File: config.mk
export PLATFORM = sky130hd
export DESIGN_NAME = highest_set_pipe
export DESIGN_NICKNAME = d
export VERILOG_FILES = /design/src/rtl/highest_set_pkg.sv /design/src/rtl/highest_set_pipe_merge.sv /design/src/rtl/highest_set_pipe.sv
export SDC_FILE = /design/constraint.sdc
export NUM_CORES = 1
export LEC_CHECK = 0
export BUFFER_PORTS_ARGS = -buffer_cell sky130_fd_sc_hd__buf_2
export CAP_MARGIN = 15
export CORE_ASPECT_RATIO = 0.5
export CORE_MARGIN = 2
export CORE_UTILIZATION = 42
export CTS_CLUSTER_SIZE = 10
export DETAILED_ROUTE_END_ITERATION = 6
export GPL_TIMING_DRIVEN = 0
export PLACE_DENSITY = 0.66
export REMOVE_ABC_BUFFERS = 1
export SYNTH_ARGS = -nofsm -noshare
export SYNTH_HDL_FRONTEND = slang
export SYNTH_SLANG_ARGS = --single-unit
File: constraint.sdc
create_clock -name clk -period 1.45 [get_ports clk]
set_input_delay 0.29 -clock clk [delete_from_list [all_inputs] [get_ports clk]]
set_output_delay 0.29 -clock clk [all_outputs]
set_load 0.01 [all_outputs]
File: src/rtl/highest_set_pkg.sv
// Shared types and pipeline-placement helpers for the highest-set priority encoder.
// Latency: none (package only).
// Backpressure: not applicable.
package highest_set_pkg;

    typedef enum logic {
        HS_VALUE  = 1'b0,
        HS_REGIME = 1'b1
    } hs_mode_t;

    // Tree level whose output is captured by register rank 'rank' (1-based).
    // Ranks are spread evenly over the $clog2(n) merge levels; the last rank lands on the root.
    function automatic int hs_stage_levels(input int n, input int stages, input int rank);
        return (rank * $clog2(n)) / stages;
    endfunction

    // True when an intermediate (non-output) rank sits directly after tree level 'lvl'.
    function automatic bit hs_rank_after(input int n, input int stages, input int lvl);
        bit hit;
        hit = 1'b0;
        for (int k = 1; k < stages; k++) begin
            if (hs_stage_levels(n, stages, k) == lvl) begin
                hit = 1'b1;
            end
        end
        return hit;
    endfunction

endpackage

File: src/rtl/highest_set_pipe_merge.sv
// 2:1 reduction node: keeps the higher half's hit when present, else the lower half's.
// Latency: combinational.
// Backpressure: none; pure function of its inputs.
module hs_merge_node #(
    parameter int W   = 4,
    parameter int LVL = 1
) (
    input  logic         f_hi,
    input  logic [W-1:0] i_hi,
    input  logic         f_lo,
    input  logic [W-1:0] i_lo,
    output logic         f,
    output logic [W-1:0] i
);
    // Indices are carried zero-extended at full width; setting bit LVL-1 is the
    // same as prepending the 'upper half' bit to the child's local index.
    localparam logic [W-1:0] SEL = W'(1) << (LVL - 1);

    assign f = f_hi | f_lo;
    assign i = f_hi ? (i_hi | SEL) : i_lo;
endmodule

File: src/rtl/highest_set_pipe.sv
// Pipelined priority encoder: highest index matching val (VALUE) or differing from the MSB (REGIME).
// Latency: STAGES cycles from acceptance to out_valid when not stalled; 1 beat/cycle.
// Backpressure: global stall; every rank and the outputs hold while out_valid && !out_ready.
module highest_set_pipe
    import highest_set_pkg::*;
#(
    parameter int N      = 16,
    parameter int STAGES = 2
) (
    input  logic                 clk,
    input  logic                 rst_n,
    input  logic                 in_valid,
    output logic                 in_ready,
    input  logic [N-1:0]         bits,
    input  logic                 val,
    input  hs_mode_t             mode,
    output logic                 out_valid,
    input  logic                 out_ready,
    output logic                 found,
    output logic [$clog2(N)-1:0] index,
    output logic [$clog2(N):0]   run_len
);
    localparam int LOG = $clog2(N);
    localparam int RW  = LOG + 1;

    logic              w_adv;
    logic [STAGES:1]   r_vld;
    logic              w_found;
    logic [LOG-1:0]    w_index;
    logic [RW-1:0]     w_run_len;
    logic              r_found;
    logic [LOG-1:0]    r_index;
    logic [RW-1:0]     r_run_len;

    assign w_adv     = !r_vld[STAGES] || out_ready;
    assign in_ready  = w_adv;
    assign out_valid = r_vld[STAGES];
    assign found     = r_found;
    assign index     = r_index;
    assign run_len   = r_run_len;

    // Valid bits shift one rank per advance; an idle input enters as a bubble.
    always_ff @(posedge clk or negedge rst_n) begin
        if (!rst_n) begin
            r_vld <= '0;
        end else if (w_adv) begin
            r_vld[1] <= in_valid;
            for (int k = 2; k <= STAGES; k++) begin
                r_vld[k] <= r_vld[k-1];
            end
        end
    end

    genvar gl, gj;
    generate
        for (gl = 0; gl <= LOG; gl++) begin : g_lvl
            localparam int NODES = N >> gl;
            logic [NODES-1:0]          w_f;
            logic [NODES-1:0][LOG-1:0] w_i;
            logic [NODES-1:0]          w_sf;
            logic [NODES-1:0][LOG-1:0] w_si;

            if (gl == 0) begin : g_leaf
                // REGIME compares each bit with the sign bit, so bit N-1 never qualifies.
                for (gj = 0; gj < N; gj++) begin : g_bit
                    assign w_f[gj] = (mode == HS_REGIME) ? (bits[gj] != bits[N-1])
                                                         : (bits[gj] == val);
                end
                assign w_i = '0;
            end else begin : g_node
                for (gj = 0; gj < NODES; gj++) begin : g_m
                    hs_merge_node #(.W(LOG), .LVL(gl)) u_merge (
                        .f_hi (g_lvl[gl-1].w_sf[2*gj+1]),
                        .i_hi (g_lvl[gl-1].w_si[2*gj+1]),
                        .f_lo (g_lvl[gl-1].w_sf[2*gj]),
                        .i_lo (g_lvl[gl-1].w_si[2*gj]),
                        .f    (w_f[gj]),
                        .i    (w_i[gj])
                    );
                end
            end

            if (gl > 0 && gl < LOG && hs_rank_after(N, STAGES, gl)) begin : g_rank
                logic [NODES-1:0]          r_f;
                logic [NODES-1:0][LOG-1:0] r_i;

                // Intermediate rank: captures this level's partial results on every advance.
                always_ff @(posedge clk or negedge rst_n) begin
                    if (!rst_n) begin
                        r_f <= '0;
                        r_i <= '0;
                    end else if (w_adv) begin
                        r_f <= w_f;
                        r_i <= w_i;
                    end
                end
                assign w_sf = r_f;
                assign w_si = r_i;
            end else begin : g_pass
                assign w_sf = w_f;
                assign w_si = w_i;
            end
        end
    endgenerate

    // No hit forces index to all-ones and run_len to N; otherwise run_len counts bits above index.
    assign w_found   = g_lvl[LOG].w_sf[0];
    assign w_index   = w_found ? g_lvl[LOG].w_si[0] : '1;
    assign w_run_len = w_found ? (RW'(N - 1) - {1'b0, w_index}) : RW'(N);

    // Output rank: loads the finished result on every advance, holds while stalled.
    always_ff @(posedge clk or negedge rst_n) begin
        if (!rst_n) begin
            r_found   <= 1'b0;
            r_index   <= '1;
            r_run_len <= RW'(N);
        end else if (w_adv) begin
            r_found   <= w_found;
            r_index   <= w_index;
            r_run_len <= w_run_len;
        end
    end
endmodule

==> summary.md <==
| Metric | Value |
|---|---|
| Status | `complete, but fails checks` |
| Failing checks | `hold timing` |
| Crit. End Element | `output pin` |
| H-tree lvl count | `1` |
| Detailed Route Iter0 Violations | `31` |
| Area grow syn2layout | `21.2%` |
| Gate Count Post-Synth | `125` |
| Post-DP Area | `0.00141 mm^2` |
| Num CTS Buffers | `3` |
| Global-route wire length before repair | `3.97 mm` |
| Setup ws final | `0.0754 ns` |
| Relative slew slack | `0.531` |
| Clock-pin slew on the worst setup and hold paths | `0.08 ns` |
| Hold Slack | `-0.0143 ns` |
| CP Depth | `3` |
| Slew Viols, Final | `0` |
| Period utilization | `0.948` |
| Vias in the first global route | `815` |
| Port bufs | `33` |
| R2R depth | `4` |
| Via density | `5.10` |
| Worst-Margin Slew | `0.703 ns` |
| Share of layout cells above drive strength 1 | `0.338` |
| DR vias | `1004` |
| Max Root-Sink Buffers | `2` |
| Chip height | `42.2 um` |
| Core ar. | `0.00268 mm^2` |
| Largest net degree at the start of global routing | `25` |
| Max incr delay on CP | `0.39 ns` |
| Final nets | `183` |
| Register area share after synthesis | `0.494` |
| CP arrival | `1.08 ns` |
| Placement Setup Slack | `-0.541 ns` |
| Non-Filler Instances | `197` |
| RSZ-0062 raised after global routing | `false` |
| Area of the multi-input gates | `587 um^2` |
| Clock skew | `0.00965 ns` |
| IO Pins | `34` |
| # hold bufs at CTS | `0` |
| CTS tree | `built` |
| CTS root buffer | `clkbuf_8` |
| Fillcell total | `264` |
| Gr usage total | `0.158` |
| Synth async-reset ratio | `1.00` |
| Die width | `80.5 um` |
| P_leak | `0.677 nW` |
| CP required | `1.16 ns` |
| Synthesis-stage register bit count | `24` |
| Worst-Skew Late Latency | `0.27 ns` |
| P per Cell Area | `1080 mW/mm^2` |
| Worst vdd ir | `0.000423 V` |
| Main flop type after synthesis | `dfrtp_1` |
| Final routed DRC violation total | `0` |
| DP Cell Count | `190` |
| Final ANT Viol Nets | `0` |
| Max-cap violations | `0` |
| Worst-path cell chain | `nor2b_4, inv_6, buf_2` |
| Crit Path Category | `reg -> out` |
| RePlAce Congestion | `0.735` |
| Commonest non-fill, non-tap cell in the layout | `buf_2` |
| Yosys cell types | `36` |
| Crit path buf inv count | `2` |
| First-pass DRT Iterations | `4` |
| Hold WC Path Type | `in -> async` |
| Clock sink total | `24` |
| # rows | `13` |
| Post-layout util | `0.555` |
| Total Power | `1.60 mW` |
| Final TNS setup | `0 ns` |
| Post-Syn Area | `0.00123 mm^2` |
| GRT overflow | `0` |
| Total die area | `0.00340 mm^2` |
| F_max | `0.727 GHz` |
| Reg area | `607 um^2` |
| Detailed placement HPWL | `1.72 mm` |
| Initial antenna violation count | `0` |
| EDFF count, synth | `0` |
| Crit path launch type | `flip-flop` |
| Final instance area | `0.00149 mm^2` |
| N_diodes | `0` |
| Yosys Warn Count | `0` |
| Final min period | `1.37 ns` |
| Fin. Hold Viols | `13` |
| Cell family contributing the most delay on the critical path | `flip-flops` |
| Routed wire length | `2.49 mm` |
| Max Fanout on Critical Path | `19` |
| Routed WL per cell | `12.6 um` |
| Syn_area_per_cell | `9.83 um^2` |
| Starting density of the core | `0.458` |
| Setup violators final | `0` |
| Critical path's slowest cell | `dfrtp_1` |
| Commonest non-fill, non-tap cells in the layout | `buf_2 (33), dfrtp_1 (19), nand2_1 (13), nor2_1 (13), mux2i_1 (7)` |
==> area by class of cell <==
cell class              count  area share
inverters                   5      0.0160
flip-flops and latches     24       0.408
clock buffers               4      0.0303
well taps                  37      0.0311
multi-input cells          92       0.394
repair buffers             35       0.121
==> where the power goes <==
part           internal [mW]  switching [mW]  total (mW)
Combinational          0.164           0.198       0.363
Sequential             0.777          0.0631       0.840
Clock                  0.196           0.204       0.400
Total                   1.14           0.465        1.60
==> Yosys cell counts (3+ instances only) <==
master    count  area [um^2]
o31ai_1       3         22.5
dfrtp_1      19          475
nand3b_1      3         22.5
nor3_1        4         20.0
nand4_1       3         18.8
nand2_1      13         48.8
inv_1         4         15.0
o21ai_1       3         15.0
and3_2        3         22.5
mux2i_1       7         70.1
o21ai_0       4         20.0
dfstp_2       5          131
nor2_1       13         48.8
or4_1         3         22.5
a21o_2        3         26.3
a21oi_1       6         30.0
==> flip-flops by register name, summed over array words and instances, names as in the netlist <==
| signal | cells |
|---|---|
| g_lvl.g_rank.r_i | 8 |
| r_vld | 2 |
| index | 4 |
| g_lvl.g_rank.r_f | 4 |
| found | 1 |
| run_len | 5 |
==> metal layers <==
metal	vias to the layer above	wire, um	global-route usage
li1	525	-	-
met1	446	1400	0.238
met2	28	909	0.203
met3	5	132	0.0474
met4	0	44	0.0712
met5	-	0	0
==> final timing paths <==
path / start / end / slack, ns
setup / recovery: r_vld[2] / in_ready / 0.08
hold reg to reg: r_vld[1] / r_vld[1] / 0.46
setup reg to reg: r_vld[2] / index[2] / 0.18
hold / removal: rst_n / g_lvl[2].g_rank.r_i[12] / -0.01
max in group asynchronous: rst_n / index[1] / 1.09
min in group clk: in_valid / r_vld[1] / 0.22
==> timing repair <==
| item | 4_1_cts | 5_1_grt |
|---|---|---|
| cloned | 1 | 0 |
| endpoints found under the setup margin | 19 | 1 |
| gates resized for setup | 3 | 0 |
| pin swaps | 0 | 0 |
| setup buffers | 1 | 1 |
==> worst reg2reg max path, delay by kind of cell, from the launching register on <==
family / cells / cell delay [ns]
buf+inv: 1 / 0.17
flops: 1 / 0.39
compound gates: 1 / 0.12
simple gates: 2 / 0.53
==> cells by family (layout without fill, tap and decap cells) <==
family	count (synthesis)	after routing	synth area share
multiplexers	7	7	0.0570
AND/OR/NAND/NOR	50	51	0.208
flip-flops	24	24	0.494
AO/OA/AOI/OAI	32	32	0.185
buffers and inverters	10	44	0.0417
XOR/XNOR	2	2	0.0143
No activity file was read; power rests on OpenSTA's default activity.
